$ cat config.mk
export PLATFORM = sky130hd
export DESIGN_NAME = spi_sclk_generator
export DESIGN_NICKNAME = d
export VERILOG_FILES = /design/src/rtl/spi_pkg.sv /design/src/rtl/spi_half_period_counter.sv /design/src/rtl/spi_sclk_generator.sv
export SDC_FILE = /design/constraint.sdc
export NUM_CORES = 1
export LEC_CHECK = 0
export ABC_AREA = 1
export ABC_CLOCK_PERIOD_IN_PS = 4400
export CAP_MARGIN = 20
export CELL_PAD_IN_SITES_DETAIL_PLACEMENT = 0
export CELL_PAD_IN_SITES_GLOBAL_PLACEMENT = 1
export CORE_AREA = 5 5 77 79
export DETAILED_ROUTE_END_ITERATION = 12
export DIE_AREA = 0 0 82 84
export GPL_ROUTABILITY_DRIVEN = 0
export PLACE_DENSITY = 0.82
export SLEW_MARGIN = 25
export SYNTH_ARGS = -nofsm -noshare
export SYNTH_HDL_FRONTEND = slang
export SYNTH_SLANG_ARGS = --single-unit
$ cat constraint.sdc
create_clock -name clk -period 4.4 [get_ports clk]
set_input_delay 1.1 -clock clk [delete_from_list [all_inputs] [get_ports clk]]
set_output_delay 1.1 -clock clk [all_outputs]
set_load 0.05 [all_outputs]
$ cat src/rtl/spi_pkg.sv
// Shared SPI types and constants for the SCLK generator and chip-select timing stages.
package spi_pkg;

    localparam int SPI_MAX_BITS        = 32;
    localparam int SPI_BIT_COUNT_WIDTH = 5;

    typedef enum logic [1:0] {
        IDLE     = 2'd0,
        PREAMBLE = 2'd1,
        RUN      = 2'd2,
        FINISH   = 2'd3
    } spi_sclk_state_t;

    // Even edges update when update_on_first_edge is set, odd edges otherwise.
    function automatic logic spi_is_update_edge(input logic edge_lsb, input logic update_on_first_edge);
        return edge_lsb ^ update_on_first_edge;
    endfunction

endpackage

$ cat src/rtl/spi_half_period_counter.sv
// Reloadable half-period down-counter; o_expire marks an enabled cycle with the count at zero.
module spi_half_period_counter #(
    parameter int WIDTH = 8
) (
    input  logic             clk,
    input  logic             sync_rst,
    input  logic             i_load,
    input  logic [WIDTH-1:0] i_load_value,
    input  logic             i_enable,
    output logic             o_expire
);

    logic [WIDTH-1:0] r_count;

    assign o_expire = i_enable && (r_count == '0);

    always_ff @(posedge clk) begin
        if (sync_rst) begin
            r_count <= '0;
        end else if (i_load) begin
            r_count <= i_load_value;
        end else if (i_enable && (r_count != '0)) begin
            r_count <= r_count - 1'b1;
        end
    end

endmodule

$ cat src/rtl/spi_sclk_generator.sv
// SPI serial clock generator: SCLK, update/sample strobes and done for one 1..32-bit transfer.
// Defining SPI_SCLK_GEN_STALL_EN adds a stall input that freezes RUN/FINISH progress.
module spi_sclk_generator
    import spi_pkg::*;
#(
    parameter int DIV_WIDTH = 8
) (
    input  logic                           clk,
    input  logic                           clk_en,
    input  logic                           sync_rst,
    input  logic                           cpol,
    input  logic                           sclk_start_polarity,
    input  logic                           preamble_required,
    input  logic                           update_on_first_edge,
    input  logic                           initialize_out_going_trigger,
    input  logic [DIV_WIDTH-1:0]           half_period,
    input  logic [SPI_BIT_COUNT_WIDTH-1:0] bit_count,
    input  logic                           start,
`ifdef SPI_SCLK_GEN_STALL_EN
    input  logic                           stall,
`endif
    output logic                           sclk,
    output logic                           update_strobe,
    output logic                           sample_strobe,
    output logic                           busy,
    output logic                           done,
    output logic                           configured,
    output logic [1:0]                     dbg_state
);

    localparam int EDGE_WIDTH = $clog2(2 * SPI_MAX_BITS);

    spi_sclk_state_t                r_state;
    logic                           r_sclk;
    logic                           r_update;
    logic                           r_sample;
    logic                           r_done;
    logic                           r_configured;
    logic                           r_idle_level;
    logic [DIV_WIDTH-1:0]           r_half_period;
    logic [SPI_BIT_COUNT_WIDTH-1:0] r_bit_count;
    logic [EDGE_WIDTH-1:0]          r_edge;

    logic                           w_hold;
    logic                           w_tick;
    logic                           w_accept;
    logic                           w_expire;
    logic                           w_load;
    logic                           w_last_edge;
    logic                           w_update_edge;
    logic [DIV_WIDTH-1:0]           w_load_value;

`ifdef SPI_SCLK_GEN_STALL_EN
    assign w_hold = stall && ((r_state == RUN) || (r_state == FINISH));
`else
    assign w_hold = 1'b0;
`endif

    assign w_tick = clk_en && !w_hold && !initialize_out_going_trigger && (r_state != IDLE);

    // A start coinciding with the visible done pulse is deliberately dropped.
    assign w_accept = clk_en && !initialize_out_going_trigger && (r_state == IDLE)
                      && r_configured && start && !r_done;

    assign w_load        = w_accept || w_expire;
    assign w_load_value  = w_accept ? half_period : r_half_period;
    assign w_last_edge   = (r_edge == {r_bit_count, 1'b1});
    assign w_update_edge = spi_is_update_edge(r_edge[0], update_on_first_edge);

    spi_half_period_counter #(
        .WIDTH (DIV_WIDTH)
    ) u_half_period_counter (
        .clk          (clk),
        .sync_rst     (sync_rst),
        .i_load       (w_load),
        .i_load_value (w_load_value),
        .i_enable     (w_tick),
        .o_expire     (w_expire)
    );

    always_ff @(posedge clk) begin
        if (sync_rst) begin
            r_state       <= IDLE;
            r_sclk        <= 1'b0;
            r_update      <= 1'b0;
            r_sample      <= 1'b0;
            r_done        <= 1'b0;
            r_configured  <= 1'b0;
            r_idle_level  <= 1'b0;
            r_half_period <= '0;
            r_bit_count   <= '0;
            r_edge        <= '0;
        end else if (clk_en) begin
            r_update <= 1'b0;
            r_sample <= 1'b0;
            r_done   <= 1'b0;
            if (initialize_out_going_trigger) begin
                r_configured <= 1'b1;
                r_idle_level <= cpol;
                r_sclk       <= cpol;
                r_state      <= IDLE;
            end else begin
                case (r_state)
                    IDLE: begin
                        if (w_accept) begin
                            r_half_period <= half_period;
                            r_bit_count   <= bit_count;
                            r_sclk        <= sclk_start_polarity;
                            r_edge        <= '0;
                            r_update      <= preamble_required;
                            r_state       <= preamble_required ? PREAMBLE : RUN;
                        end
                    end
                    PREAMBLE: begin
                        if (w_expire) r_state <= RUN;
                    end
                    RUN: begin
                        if (w_expire) begin
                            r_sclk <= ~r_sclk;
                            r_edge <= r_edge + 1'b1;
                            if (w_update_edge) r_update <= !w_last_edge;
                            else               r_sample <= 1'b1;
                            if (w_last_edge) r_state <= FINISH;
                        end
                    end
                    FINISH: begin
                        if (w_expire) begin
                            r_sclk  <= r_idle_level;
                            r_done  <= 1'b1;
                            r_state <= IDLE;
                        end
                    end
                    default: r_state <= IDLE;
                endcase
            end
        end
    end

    // Pulses held across disabled cycles surface on the next enabled cycle.
    assign update_strobe = r_update && clk_en;
    assign sample_strobe = r_sample && clk_en;
    assign done          = r_done && clk_en;
    assign sclk          = r_sclk;
    assign busy          = (r_state != IDLE);
    assign configured    = r_configured;
    assign dbg_state     = r_state;

endmodule
==> results.md, run 1 <==
- Layout Nets: 362
- I/O Buffers: 29
- Register area share after synthesis: 0.352
- Unrepaired setup endpoints after global routing: false
- Final Hold Viols: 0
- Total power: approximately 870 uW
- Core area: roughly 0.0053 mm^2
- Clock transition at the registers of the reported paths: 0.07 ns
- Die X: approximately 82 um
- Ant. Diodes: 0
- Register bit total from synthesis: 35
- Worst reg-to-reg path cell count: 11
- Vias in the first global route: about 1800
- Worst Hold Depth: 2
- Die Footprint: 0.00689 mm^2
- Status: completed
- Vias/cell: between 4 and 5
- Setup TNS: 0 ns
- CTS tree: yes
- Leakage: 1.13 nW
- Initial Util: 0.377
- Clock period minus worst slack: 3.69 ns
- Min-delay worst type: reg -> reg
- Core Util, Final: 0.465
- Setup crit start kind: input pin
- Total Wirelength: approximately 4600 um
- WS Path Type: in -> out
- Worst Tran Pin Value: 0.498 ns
- DRC violation count after routing: 0
- I/O Pins: 30
- Root buf cell: clkbuf_8
- Post-CTS Repair Setup Buffers: 0
- Row count: 27
- Worst skew pair latency: 0.29 ns
- Syn_nets: around 330
- Pwr dens: ~350 mW/mm^2
- Final Max Slew Viols: 0
- Clock Tree Buf Depth: 2
- Worst-case clock skew: between 0.006 and 0.007 ns
- Count of mapped cells out of synthesis: just over 300
- F_max: 271 MHz
- Largest net degree at the start of global routing: 26
- Post-synth cell types: 25
- Maximum fanout along the worst path: 6
- GR Util All Layers: 0.146
- Fin crit share: 0.838
- Maxcap violations: 0
- 1st-pass router iterations: 4
- Synth area leader: dfxtp_1
- HPWL after DPL: 3290 um
- # H-tree levels: 2
- Peak VDD IR: 139 uV
- WL per Instance: about 11 um
- # setup viols final: 0
- Critical path endpoint category: output port
- Share of cells above drive strength 1: 0.0689
- Initial antenna violation count: 0
- ANT nets after route: 0
- Total CTS buffers: 5
- GRT overflow: 0
- CP required: 3.30 ns
- First-pass GRT wire length: roughly 7900 um
- Critical path arrival: about 2.6 ns
- Synth area leaders: dfxtp_1 35%, nand2_1 15%, inv_1 8.5%, a21oi_1 6.5%, nor2_1 5.7%
- CTS resizes: 0
- Hold-fix buffers at CTS: 0
- Initial DRC Count: 77
- Clock sink count: 35
- Top cell type's share of synthesized area: 0.352
- Ys Warns: 0
- Average size of a mapped cell: approximately 6.5 um^2
- Rel. slew slack: 0.667
- Area Overhead vs Synth: 23.3%
- Die Y: 84 um
- Via Count: between 1500 and 2000
- Mapped Area: 0.00199 mm^2
-- final cells by class --
class,count,area [um^2]
Multi-Input combinational cell,213,1060
Tap cell,72,90.1
Sequential cell,35,701
Clock buffer,6,82.6
Fill cell,585,2820
Clock inverter,2,35.0
Timing Repair Buffer,30,298
Inverter,48,180
-- synthesized netlist by cell type (all sizes together) --
cell type  number
buf             5
nand3b          3
nand2          81
nand3          16
a21oi          26
xnor2           1
o21ai          22
o21a            2
clkbuf          3
xor2            9
a211oi          1
ha              7
dfxtp          35
a31oi           1
inv            48
or2             6
nor3            3
nand4           3
nor2           32
-- sequential cells by signal (all words and copies together), names as in the netlist --
| signal | flops |
|---|---|
| r_update | 1 |
| r_sample | 1 |
| r_bit_count | 5 |
| u_half_period_counter.r_count | 8 |
| sclk | 1 |
| configured | 1 |
| r_idle_level | 1 |
| r_half_period | 8 |
| r_done | 1 |
| r_edge | 6 |
| dbg_state | 2 |
-- routing by layer --
layer  vias to the layer above  GRT usage  share of wire
met5                         -          0              0
met4                         0     0.0468         0.0061
met3                         2     0.0486          0.031
met2                        23      0.240           0.49
met1                       823      0.176           0.47
li1                       1006          -              -
-- cells in the final DEF (no fill, tap or decap), types with 2 or more instances in the layout --
master,Yosys,routed
nor3_1,3,3
o21ai_0,20,20
nor2_1,30,30
xor2_1,9,9
inv_1,45,45
nand4_1,3,3
nand3_1,15,15
inv_2,3,3
dfxtp_1,35,35
nand2_2,2,2
or2_2,6,6
o21a_1,2,2
clkdlybuf4s50_1,0,29
clkbuf_8,0,6
nand3b_1,3,3
a21oi_1,26,26
o21ai_1,2,2
nor2_2,2,2
nand2_1,79,79
ha_1,7,7
-- metrics by stage --
| step | instance area, um^2 | cells | setup slack, ns | hold slack (ns) |
|---|---|---|---|---|
| 6_report | 2450 | 406 | 0.711 | 0.471 |
| 3_3_place_gp | 2330 | 398 | 0.714 | 0.460 |
| 2_1_floorplan | 1990 | 304 | 1.83 | 0.443 |
| 4_1_cts | 2450 | 406 | 0.698 | 0.475 |
| 3_5_place_dp | 2330 | 398 | 0.701 | 0.463 |
| 5_1_grt | 2450 | 406 | 0.615 | 0.495 |
-- critical path, stage by stage --
cell,delay (ns)
clkdlybuf4s50_1,0.57
nand2_1,0.07
inv_1,0.06
clkdlybuf4s50_1,0.79
-- kinds of logic (layout without fill, tap and decap cells) --
logic type,after synthesis,after routing,share of synthesized area
simple gates,144,144,0.312
buf+inv,56,86,0.112
compound gates,52,52,0.135
flops,35,35,0.352
xor+xnor,10,10,0.0441
fa+ha+maj,7,7,0.0441
-- where the power goes --
group	internal [mW]	switching, mW	leakage (nW)	total (mW)
combinational	0.0851	0.136	0.781	0.221
sequential	0.333	0.0122	0.284	0.345
clock	0.183	0.119	0.0612	0.303
total	0.601	0.268	1.13	0.869
-- path summary, 6_finish.rpt --
| kind | from | slack (ns) | to |
|---|---|---|---|
| worst max-delay path | clk_en | 0.71 | update_strobe |
| worst min-delay path | r_bit_count[3] | 0.47 | r_bit_count[3] |
| worst max register to register | dbg_state[1] | 1.97 | u_half_period_counter.r_count[5] |
| worst min register to register | r_bit_count[3] | 0.47 | r_bit_count[3] |
Note: power is estimated with default switching activity, not from simulation.
==> run 2: changes to the inputs <==
ABC_CLOCK_PERIOD_IN_PS = 3700   (was 4400)
CORE_AREA = 5 5 79 81   (was 5 5 77 79)
DIE_AREA = 0 0 84 86   (was 0 0 82 84)
PLACE_DENSITY = 0.79   (was 0.82)
clock period = 3.7 ns   (was 4.4 ns; I/O delays follow)
==> run 2 against run 1 <==
Net effect:
- combinational power increased by 20%
- via count decreased by 0.97%
- flip-flop and latch count unchanged
- sequential power increased by 19%
- final area unchanged
- worst hold slack about the same
- register-to-register slack got worse by 0.34 ns
- critical path type is now reg -> out
==> results.md, run 2 (same netlist as run 1, synthesis figures left out) <==
- 1st-pass router iterations: 4
- Commonest non-fill, non-tap cell in the layout: nand2_1
- Crit path max-delay family: buffers and inverters
- Final Hold Viols: 0
- # H-tree levels: 2
- Core Util, Final: 0.453
- F_max: 335 MHz
- WL per Instance: ~11 um
- Critical path endpoint category: output port
- Leakage: ~1.1 nW
- Initial DRC Count: 86
- Clock period minus worst slack: just under 3 ns
- I/O Pins: 30
- Layout Nets: 363
- CTS tree: yes
- Post-CTS Repair Setup Buffers: 0
- Maxcap violations: 0
- Clock sink count: 35
- Worst-case clock skew: around 0.0053 ns
- Total power: 1.03 mW
- Ant. Diodes: 0
- GRT overflow: 0
- Peak VDD IR: between 200 and 250 uV
- ANT nets after route: 0
- CP required: roughly 2.8 ns
- Core area: between 0.005 and 0.006 mm^2
- Via Count: around 1800
- Total CTS buffers: 5
- Worst Tran Pin Value: roughly 0.50 ns
- Largest net degree at the start of global routing: 21
- GR Util All Layers: 0.134
- Rel. slew slack: 0.663
- CTS resizes: 0
- Buf/Inv on CP: 3
- Worst skew pair latency: between 0.2 and 0.3 ns
- Pre-CTS WS: 0.727 ns
- HPWL after DPL: between 3000 and 4000 um
- Fill count: roughly 590
- Final setup margin: 0.719 ns
- First-pass GRT wire length: ~8000 um
- DRC violation count after routing: 0
- CP max-delay cell: clkdlybuf4s50_1
- Multi-input gate area: 0.00106 mm^2
- Setup TNS: 0 ns
- Die Y: about 86 um
- Total Wirelength: between 4000 and 5000 um
- Fin crit share: 0.806
- Vias/cell: around 4.5
- Vias in the first global route: about 1800
- Row count: 27
- Die X: ~84 um
- # setup viols final: 0
- Critical path's largest stage delay: about 0.84 ns
- Cell Chain, Critical Path: inv_1, ha_1, inv_1, clkdlybuf4s50_1
- Area Overhead vs Synth: 23.3%
- I/O Buffers: 29
- Setup crit start kind: flip-flop
- Maximum fanout along the worst path: 6
- Status: completed
- Unrepaired setup endpoints after global routing: false
- Share of cells above drive strength 1: 0.0806
- Pwr dens: ~420 mW/mm^2
- Initial antenna violation count: 0
- Root buf cell: clkbuf_8
- WS Path Type: reg -> out
- Min-delay worst type: reg -> reg
- Largest registers: r_half_period (8), u_half_period_counter.r_count (8), r_edge (6)
- Final Max Slew Viols: 0
- Initial Util: 0.368
- Register Area: 701 um^2
- Clock Tree Buf Depth: 2
- Clock transition at the registers of the reported paths: 0.07 ns
- Cell mode on critical path: inv_1
- Hold-fix buffers at CTS: 0
- Die Footprint: roughly 0.0072 mm^2
- Most frequent cells in the layout: 79 x nand2_1, 45 x inv_1, 35 x dfxtp_1
- Critical path arrival: ~2 ns
==> run 2: where the power goes <==
group	leakage [nW]	internal, mW	total [mW]	switching (mW)
sequential	0.284	0.396	0.410	0.0139
clock	0.0612	0.218	0.358	0.140
combinational	0.793	0.101	0.265	0.163
==> run 2: final cells by class <==
type                    instances  share of cell area
clock buffers                   6              0.0337
clock inverters                 2              0.0143
inverters                      48              0.0735
multi-input cells             213               0.434
flip-flops and latches         35               0.286
well taps                      72              0.0368
repair buffers                 31               0.121
==> run 2: tightest hold or removal path, stage by stage (launching register included) <==
cell and delay [ns]:
dfxtp_1 0.30, nand2_1 0.07, a21oi_1 0.06
==> run 2: metal layers <==
| layer | GRT usage | vias up | part of all wire |
|---|---|---|---|
| li1 | - | 1007 | - |
| met1 | 0.168 | 799 | 0.49 |
| met2 | 0.226 | 22 | 0.46 |
| met3 | 0.0298 | 8 | 0.033 |
| met4 | 0.0526 | 0 | 0.015 |
| met5 | 0 | - | 0 |
==> run 2: stage by stage <==
| stage | instance area (um^2) | std cells | hold WS (ns) |
|---|---|---|---|
| 2_1_floorplan | 1990 | 304 | 0.443 |
| 3_3_place_gp | 2330 | 399 | 0.460 |
| 3_5_place_dp | 2330 | 399 | 0.462 |
| 4_1_cts | 2450 | 407 | 0.472 |
| 5_1_grt | 2450 | 407 | 0.492 |
| 6_report | 2450 | 407 | 0.471 |
==> run 2: final timing paths <==
kind         depth (start not counted)                               end             start  slack (ns)
max                                  4                              busy      dbg_state[0]        0.72
min                                  2                  r_half_period[1]  r_half_period[1]        0.47
max reg2reg                         11  u_half_period_counter.r_count[5]      dbg_state[0]        1.63
min reg2reg                          2                  r_half_period[1]  r_half_period[1]        0.47
